**src/rtl/pipearch_common.sv**
```systemverilog
// Shared encodings for the fifobram access modes used by the DMA engines and local stores.
package pipearch_common;

    typedef enum logic [1:0] {
        FB_NONE = 2'b00,
        FB_BRAM = 2'b01,
        FB_FIFO = 2'b10,
        FB_BOTH = 2'b11
    } fifobram_e;

endpackage

```
**src/rtl/sdp_ram.sv**
```systemverilog
// Simple dual-port RAM: one write port, one registered read port, read-first on address collision.
module sdp_ram #(
    parameter int WIDTH      = 32,
    parameter int LOG2_DEPTH = 5
) (
    input  logic                  clk,
    input  logic                  we,
    input  logic [LOG2_DEPTH-1:0] waddr,
    input  logic [WIDTH-1:0]      wdata,
    input  logic                  re,
    input  logic [LOG2_DEPTH-1:0] raddr,
    output logic [WIDTH-1:0]      rdata
);

    logic [WIDTH-1:0] mem [2**LOG2_DEPTH];

    // Read and write share one block so a colliding read sees the pre-write word.
    always_ff @(posedge clk) begin
        if (re) begin
            rdata <= mem[raddr];
        end
        if (we) begin
            mem[waddr] <= wdata;
        end
    end

endmodule

```
**src/rtl/fifobram_buffer.sv**
```systemverilog
// Dual-mode local store: random-access BRAM plus a FIFO, with a configurable-latency read path,
// occupancy flags and sticky error reporting.
module fifobram_buffer
    import pipearch_common::*;
#(
    parameter int WIDTH            = 32,
    parameter int LOG2_DEPTH       = 5,
    parameter int READ_LATENCY     = 1,
    parameter int ALMOSTFULL_SLACK = 4
) (
    input  logic                  clk,
    input  logic                  reset_n,
    input  logic                  clear,
    input  logic                  we,
    input  logic [LOG2_DEPTH-1:0] waddr,
    input  logic [WIDTH-1:0]      wdata,
    input  logic [1:0]            wfifobram,
    input  logic                  re,
    input  logic [LOG2_DEPTH-1:0] raddr,
    input  logic [1:0]            rfifobram,
    output logic [WIDTH-1:0]      rdata,
    output logic                  rvalid,
    output logic                  almostfull,
    output logic                  empty,
    output logic [LOG2_DEPTH:0]   count,
    output logic                  overflow,
    output logic                  underflow,
    output logic                  req_error
);

    localparam int                  DEPTH      = 2**LOG2_DEPTH;
    localparam logic [LOG2_DEPTH:0] FULL_COUNT = (LOG2_DEPTH+1)'(DEPTH);
    localparam logic [LOG2_DEPTH:0] AF_LEVEL   = (LOG2_DEPTH+1)'(DEPTH - ALMOSTFULL_SLACK);
    localparam logic [LOG2_DEPTH-1:0] PTR_ONE  = (LOG2_DEPTH)'(1);

    fifobram_e rmode;
    logic bram_wr, bram_rd, push_req, pop_req, bad_req, push_ok, pop_ok, rd_accept;
    logic [LOG2_DEPTH-1:0] wptr_reg, rptr_reg;
    logic [LOG2_DEPTH:0]   count_reg, count_next;
    logic empty_reg, almostfull_reg, overflow_reg, underflow_reg, req_error_reg;
    logic sel_fifo_reg;
    logic [READ_LATENCY-1:0] valid_pipe_reg, valid_shift;
    logic [WIDTH-1:0] bram_q, fifo_q, lane_data, out_data;

    // Everything presented in a clear cycle is ignored, so clear masks every request.
    always_comb begin
        rmode      = fifobram_e'(rfifobram);
        bram_wr    = we & wfifobram[0] & ~clear;
        push_req   = we & wfifobram[1] & ~clear;
        bram_rd    = re & ~clear & (rmode == FB_BRAM);
        pop_req    = re & ~clear & (rmode == FB_FIFO);
        bad_req    = re & ~clear & ((rmode == FB_NONE) || (rmode == FB_BOTH));
        pop_ok     = pop_req & (count_reg != '0);
        // A full FIFO still accepts a push when the same cycle pops; an empty one never bypasses.
        push_ok    = push_req & ((count_reg != FULL_COUNT) | pop_ok);
        rd_accept  = bram_rd | pop_ok;
        count_next = count_reg + (LOG2_DEPTH+1)'(push_ok) - (LOG2_DEPTH+1)'(pop_ok);
    end

    always_ff @(posedge clk or negedge reset_n) begin
        if (!reset_n) begin
            wptr_reg       <= '0;
            rptr_reg       <= '0;
            count_reg      <= '0;
            empty_reg      <= 1'b1;
            almostfull_reg <= 1'b0;
            overflow_reg   <= 1'b0;
            underflow_reg  <= 1'b0;
            req_error_reg  <= 1'b0;
            sel_fifo_reg   <= 1'b0;
            valid_pipe_reg <= '0;
        end else if (clear) begin
            wptr_reg       <= '0;
            rptr_reg       <= '0;
            count_reg      <= '0;
            empty_reg      <= 1'b1;
            almostfull_reg <= 1'b0;
            overflow_reg   <= 1'b0;
            underflow_reg  <= 1'b0;
            req_error_reg  <= 1'b0;
            sel_fifo_reg   <= 1'b0;
            valid_pipe_reg <= '0;
        end else begin
            if (push_ok) begin
                wptr_reg <= wptr_reg + PTR_ONE;
            end
            if (pop_ok) begin
                rptr_reg <= rptr_reg + PTR_ONE;
            end
            count_reg      <= count_next;
            empty_reg      <= (count_next == '0);
            almostfull_reg <= (count_next >= AF_LEVEL);
            if (push_req & ~push_ok) begin
                overflow_reg <= 1'b1;
            end
            if (pop_req & ~pop_ok) begin
                underflow_reg <= 1'b1;
            end
            if (bad_req) begin
                req_error_reg <= 1'b1;
            end
            if (rd_accept) begin
                sel_fifo_reg <= pop_ok;
            end
            valid_pipe_reg <= valid_shift;
        end
    end

    sdp_ram #(.WIDTH(WIDTH), .LOG2_DEPTH(LOG2_DEPTH)) u_bram (
        .clk   (clk),
        .we    (bram_wr),
        .waddr (waddr),
        .wdata (wdata),
        .re    (bram_rd),
        .raddr (raddr),
        .rdata (bram_q)
    );

    sdp_ram #(.WIDTH(WIDTH), .LOG2_DEPTH(LOG2_DEPTH)) u_fifo (
        .clk   (clk),
        .we    (push_ok),
        .waddr (wptr_reg),
        .wdata (wdata),
        .re    (pop_ok),
        .raddr (rptr_reg),
        .rdata (fifo_q)
    );

    assign lane_data = sel_fifo_reg ? fifo_q : bram_q;

    // The RAM output register is the first latency stage; extra stages are plain delay registers.
    genvar gi;
    generate
        if (READ_LATENCY == 1) begin : g_direct
            assign valid_shift = rd_accept;
            assign out_data    = lane_data;
        end else begin : g_delay
            logic [WIDTH-1:0] dly_reg [READ_LATENCY-1];
            assign valid_shift = {valid_pipe_reg[READ_LATENCY-2:0], rd_accept};
            for (gi = 0; gi < READ_LATENCY-1; gi++) begin : g_stage
                if (gi == 0) begin : g_first
                    always_ff @(posedge clk) dly_reg[gi] <= lane_data;
                end else begin : g_next
                    always_ff @(posedge clk) dly_reg[gi] <= dly_reg[gi-1];
                end
            end
            assign out_data = dly_reg[READ_LATENCY-2];
        end
    endgenerate

    assign rvalid     = valid_pipe_reg[READ_LATENCY-1];
    assign rdata      = rvalid ? out_data : '0;
    assign almostfull = almostfull_reg;
    assign empty      = empty_reg;
    assign count      = count_reg;
    assign overflow   = overflow_reg;
    assign underflow  = underflow_reg;
    assign req_error  = req_error_reg;

endmodule

```
**config.mk**
```make
export PLATFORM = sky130hd
export DESIGN_NAME = fifobram_buffer
export DESIGN_NICKNAME = d
export VERILOG_FILES = /design/src/rtl/pipearch_common.sv /design/src/rtl/sdp_ram.sv /design/src/rtl/fifobram_buffer.sv
export SDC_FILE = /design/constraint.sdc
export NUM_CORES = 2
export LEC_CHECK = 0
export BUFFER_PORTS_ARGS = -buffer_cell sky130_fd_sc_hd__buf_2
export CAP_MARGIN = 5
export CORE_MARGIN = 5
export CORE_UTILIZATION = 50
export DETAILED_ROUTE_END_ITERATION = 10
export PLACE_DENSITY = 0.69
export SYNTH_ARGS = -nofsm -noshare
export SYNTH_HDL_FRONTEND = slang
export SYNTH_SLANG_ARGS = --single-unit
```
**constraint.sdc**
```tcl
create_clock -name clk -period 5.6 [get_ports clk]
set_clock_uncertainty 0.1 [all_clocks]
set_input_delay 0.28 -clock clk [delete_from_list [all_inputs] [get_ports clk]]
set_output_delay 0.28 -clock clk [all_outputs]
set_load 0.01 [all_outputs]
```
# After elaboration in Yosys (flattened, before gate mapping)
# Memory sizes are Yosys's and may differ from the RTL's. A register that Yosys moved wholly into a read port is not among the register bits.
# Index checks and enable logic that the tools add are counted.
word_totals:
  mem_count: 2
  ram_bits: 2048
  register_bits: 23
  output_inout_bits: 44
  in_bits: 51
classes:
  n_lt_le_gt_ge: 1
  n_mux: 22
  addsub: 4
  n_reduce_logical: 10
  n_eq_ne: 4
  bitwise: 17
mem_list:
  columns: ["memory", "depth", "width", "rd", "rd_clocked_by_memory_dff", "write_ports", "line", "rtl"]
  rows:
  - ["u_bram.mem", 32, 32, 1, 1, 1, "sdp_ram.sv:15", "logic [WIDTH-1:0] mem [2**LOG2_DEPTH];"]
  - ["u_fifo.mem", 32, 32, 1, 1, 1, "sdp_ram.sv:15", null]
ops:
  columns: ["op", "count"]
  rows:
  - ["32-bit 2-to-1 mux", 2]
  - ["5-bit 2-to-1 mux", 4]
  - ["1-bit 2-to-1 mux", 15]
  - ["1-bit bitwise AND", 12]
  - ["2-bit nonzero test", 6]
  - ["5-bit by 1-bit adder with 5-bit output (second input constant)", 2]
  - ["6-bit by 1-bit adder with 6-bit output", 1]
  - ["6-bit by 5-bit greater-or-equal comparator with 1-bit output (second input constant)", 1]
  - ["6-bit zero test", 1]
  - ["6-bit 2-to-1 mux", 1]
  - ["6-bit != test (second input constant)", 1]
  - ["6-bit nonzero test", 1]
  - ["6-bit by 1-bit subtractor with 6-bit output", 1]
  - ["2-bit == test (second input constant)", 2]
  - ["1-bit NOT", 3]
  - ["2-bit by 1-bit == test with 1-bit output (second input constant)", 1]
  - ["2-bit zero test", 1]
  - ["1-bit OR", 2]
  - ["1-bit logical OR", 1]

# Longest topological paths before layout
logic_depth:
  ltp_word: 10
  mapped_depth: 15

# Modules after synthesis
# From an unflattened synthesis, not the netlist that was laid out.
unflattened:
  cells_unflattened: 4725
  area_unflattened_um2: 83531.4
modules_own_cells:
  columns: ["mod", "area_each_um2", "cells_per_inst", "n_inst", "seq_area_each_um2"]
  rows:
  - ["sdp_ram", 40805.4, 2260, 2, 31710.4]
  - ["fifobram_buffer", 1920.6, 205, 1, 576.8]

# Least setup slack after synthesis
# OpenSTA, ideal clock, no wires.
synth_timing:
  kind: "reg2reg"
  from: "register count_reg[2] (netlist: count[2])"
  to: "register almostfull_reg (netlist: almostfull)"
  setup_slack_ns: 1.602
  arrival_ns: 3.780
  path_stages_with_launch: 16
  setup_time_ns: 0.118
  period_less_slack_ns: 3.998
  path_cell_list: "dfrtp_1 -> inv_1 -> ha_1 -> nor3b_1 -> a21oi_1 -> clkbuf_1 -> nand2_1 -> o21ai_0 -> ha_1 -> inv_1 -> fa_1 -> nand2b_1 -> a21oi_1 -> xnor2_1 -> nor2_1 -> a21o_1"
synth_via:
  elab_chain_cells: 8
  word_cells_on_any_way: 9
synth_rtl:
  columns: ["item", "line", "rtl"]
  rows:
  - ["from (decl)", "fifobram_buffer.sv:39", "logic [LOG2_DEPTH:0] count_reg, count_next;"]
  - ["from (signal assigned)", "fifobram_buffer.sv:90", "count_reg <= count_next;"]
  - ["6-bit nonzero test *", "fifobram_buffer.sv:53", "pop_ok = pop_req & (count_reg != '0);"]
  - ["1-bit bitwise AND *", "fifobram_buffer.sv:53", null]
  - ["via pop_ok", "fifobram_buffer.sv:37", "logic bram_wr, bram_rd, push_req, pop_req, bad_req, push_ok, pop_ok, rd_accept;"]
  - ["1-bit OR", "fifobram_buffer.sv:55", "push_ok = push_req & ((count_reg != FULL_COUNT) | pop_ok);"]
  - ["1-bit bitwise AND", "fifobram_buffer.sv:55", null]
  - ["6-bit by 1-bit adder with 6-bit output", "fifobram_buffer.sv:57", "count_next = count_reg + (LOG2_DEPTH+1)'(push_ok) - (LOG2_DEPTH+1)'(pop_ok);"]
  - ["6-bit by 1-bit subtractor with 6-bit output *", "fifobram_buffer.sv:57", null]
  - ["6-bit by 5-bit greater-or-equal comparator with 1-bit output *", "fifobram_buffer.sv:92", "almostfull_reg <= (count_next >= AF_LEVEL);"]
  - ["1-bit 2-to-1 mux *", "fifobram_buffer.sv:72", "end else if (clear) begin"]
  - ["to (signal assigned)", "fifobram_buffer.sv:92", null]
  - ["to (decl)", "fifobram_buffer.sv:40", "logic empty_reg, almostfull_reg, overflow_reg, underflow_reg, req_error_reg;"]
# Mark *: on every way through the listed nets, which the timed path passes. The rest lies on a longest branch.
# A chain may end at the register's enable or synchronous reset.

# Final worst setup path
layout_timing:
  from: "input rfifobram[1]"
  to: "memory u_fifo.mem[17][7] (enable)"
layout_via:
  elab_chain_cells: 7
layout_rtl:
  columns: ["item", "line", "rtl"]
  rows:
  - ["from (decl)", "fifobram_buffer.sv:20", "input logic [1:0] rfifobram,"]
  - ["2-bit == test", "fifobram_buffer.sv:51", "pop_req = re & ~clear & (rmode == FB_FIFO);"]
  - ["1-bit bitwise AND", "fifobram_buffer.sv:51", null]
  - ["1-bit bitwise AND", "fifobram_buffer.sv:53", null]
  - ["1-bit OR", "fifobram_buffer.sv:55", null]
  - ["1-bit bitwise AND", "fifobram_buffer.sv:55", null]
  - ["1-bit 2-to-1 mux", "sdp_ram.sv:22", "if (we) begin"]
  - ["1-bit 2-to-1 mux (implied by the code)", "sdp_ram.sv:23", "mem[waddr] <= wdata;"]
  - ["to (decl)", "sdp_ram.sv:15", null]
# Every way passes these cells.

==> qor.yml <==
critical_path:
  cp-endpoint: "u_fifo.mem[17][7]$_DFFE_PP_"
  rr_worst_depth: 7
  r2r-end: "u_fifo.mem[17][7]$_DFFE_PP_"
  critical-path-slowest-cell: "nor2_4"
  crit_start: "rfifobram[1]"
  path_max_fanout: 32
  path_common_cell: "dlygate4sd3_1"
  cp_data_arrival_time_ns: 4.29
  start_kind: "input port"
  reg2reg_from: "count[2]$_DFF_PN0_"
  cp_cell_sequence: "dlygate4sd3_1, buf_2, ha_1, dlygate4sd3_1, nand3b_1, o211a_1, nor2_1, nand2_1, nor2_4"
  path_class: "input port to flop"
  slowest_delay_ns: 1.14
  cp.required_ns: 5.95
  crit_cells: 9
  critPathCaptureType: "flop"
  path_buf_inv: 3
  rrSetupSlack_ns: 1.86
  path_delay_family: "simple AND/OR/NAND/NOR gates"
power:
  p_per_area_nw_per_um2: 355.2
  total_power_mw: 32.61
  vdd_ir_drop_max_v: 0.0003051
  p_leak_nw: 28.44
grt:
  grtUsageMet3: 0.05065
  use_met1: 0.3299
  gr-max-usage-layer: "met2"
  grt_max_degree: 126
  grt_use_met2: 0.3372
  grt_pass1_wl_mm: 280.6
  grt-ovfl-total: 0
  grt_antenna_before_repair: 3
  grt_util_all_layers: 0.2240
  grt_pass1_vias: 39380
clock_tree:
  clk_pin_slew_ns: 0.06
  clockBufferDepth: 3
  cts_setup_buffers: 0
  post_cts_resized: 0
  root_buffer: "clkbuf_16"
  cts_tree: "yes"
  h-tree-depth: 4
  insertion_delay_ns: 0.85
  clock_sinks: 2135
  hold_buffers: 10
  cts_buffers: 198
sta:
  drv_slew: 0
  setup_tns_ns: 0
  fin_crit_sh: 0.7040
  hold_viol: 0
  relSlewSlack: 0.1684
  rsz0062_at_grt: "no"
  finalSetupViolCount: 0
  min_period_ns: 3.942
  hold_slack_ns: 0.04391
  clock.fmax_mhz: 253.6
  worst_pin_slew_ns: 1.247
floorplanning:
  core_area_sq_um: 162800
  io_pins: 95
  die_w_um: 414.6
  die_y_um: 414.6
  start_util: 0.5028
  die_area_sq_um: 171900
  num_rows: 148
synth:
  syn_area_per_cell_sq_um: 20.57
  syn-num-nets: 4045
  synth_top_area_frac: 0.7749
  synth-seq-cells: 2135
  synth_largest_area_cell: "edfxtp_1"
  synth_most_common_cell: "edfxtp_1"
  ys.flop_type: "edfxtp_1"
  synth_edf_count: 2112
  synth.distinct_cells: 52
  yosysSeqAreaShare: 0.7820
  synthCells: 3978
  synth_area_leaders: "edfxtp_1, mux4_2, mux2i_1"
  synth_top_cells_by_count: "edfxtp_1, mux2i_1, mux4_2"
  synth-async-reset-ratio: 0.01077
  yosysWarnings: 0
  synth_area_sq_um: 81840
final_layout:
  seqCellArea_sq_um: 64010
  multi_input_area_sq_um: 17190
  fill_cells: 11750
  areaGrowthSynthToFinish_pct: 12.18
  final_core_util: 0.5641
  nets: 4235
  stdcell_area_sq_um: 91810
  drive_gt1_frac: 0.2035
  largestRegisters: "u_bram.mem (1024), u_fifo.mem (1024)"
place:
  port_buffers: 94
  globalplace.congestion: 0.8572
  hpwl_mm: 109.9
  dpl_cell_area_sq_um: 85440
route:
  num_vias: 40030
  initialDrtViolationCount: 5048
  drc_errors: 0
  first_pass_iters: 6
  vias_per_cell: 6.153
  wl_per_cell_um: 29.91
  ant_nets: 0
  wirelength_mm: 194.6
min_path:
  hold_class: "input port to flop"
outcome:
  outcome: "finished, final reports clean"
flow_run:
  maxCapViolations: 0
stage by stage:
stage	setup WS (ns)	cells
3_5_place_dp	1.835	6133
6_report	1.658	6505
2_1_floorplan	1.602	3978
5_1_grt	1.517	6504
4_1_cts	1.784	6504
3_3_place_gp	1.902	6133
cell families (layout without fill, tap and decap cells):
logic type / after synthesis / count (layout) / synth area share
other cells: 0 / 1 / 0
simple gates: 410 / 410 / 0.02758
xor+xnor: 8 / 8 / 0.0008561
buf+inv: 238 / 589 / 0.01448
flops: 2135 / 2135 / 0.7820
fa+ha+maj: 16 / 16 / 0.002538
compound gates: 498 / 498 / 0.04105
mux: 673 / 673 / 0.1316
per-layer routing:
metal | routed length (um) | share of wire
met2 | 90370 | 0.46
met3 | 18390 | 0.095
met4 | 6204 | 0.032
met5 | 0 | 0
met1 | 79610 | 0.41
worst reg2reg max path: cells and delay by family, from the launching register on:
kind                       cells  cell delay [ns]
and+or+nand+nor                4             2.39
adders and majority gates      1             0.18
buffers and inverters          1             0.07
DFF                            1             0.37
AOI/OAI and AO/OA              1             0.19
cells in the final DEF, fill, tap and decap left out, types with 12 or more instances in the layout:
cell       count
a211oi_1     126
nor2_1        18
inv_1         12
clkinv_1      57
clkbuf_1      38
nor2b_1      164
edfxtp_1    2112
buf_4        101
nor2_4        66
o22ai_1       31
o221ai_1      32
buf_2         92
nand2_1       18
a22o_1        32
nand3_1       71
nand4_1       37
a22oi_1       96
dfrtp_1       18
a21oi_1      166
ha_1          15
mux4_2       322
mux2i_1      350
bufinv_16     16
clkbuf_16    201
clkinv_2      35
cell type report:
cell class | instances | share of cell area
clock buffer | 239 | 0.05634
sequential | 2135 | 0.6971
clock inverter | 122 | 0.01202
tap | 2175 | 0.02964
inverter | 12 | 0.0004906
antenna | 1 | 0.00002726
timing repair buffer | 216 | 0.01709
multi-input combinational | 1605 | 0.1873
worst min path at each step:
stage	endpoint	cells after the start	from	slack, ns
finish	u_bram.mem[11][15]$_DFFE_PP_	2	wdata[15]	0.04
global route	u_fifo.mem[6][0]$_DFFE_PP_	2	wdata[0]	0.06
CTS	u_fifo.mem[7][12]$_DFFE_PP_	2	wdata[12]	0.02
detailed placement	almostfull$_DFF_PN0_	1	reset_n	0.19
global placement	count[3]$_DFF_PN0_	1	reset_n	0.19
floorplan	almostfull$_DFF_PN0_	0	reset_n	-0.12
where the power goes:
group,leakage [nW],total (mW),internal [mW],switching [mW]
Clock,3.07,13.1,7.32,5.74
Sequential,19.3,17.7,17.7,0.0796
Combinational,6.06,1.80,0.691,1.11
Total,28.4,32.6,25.7,6.93
Power figures use the tool's default switching activity.
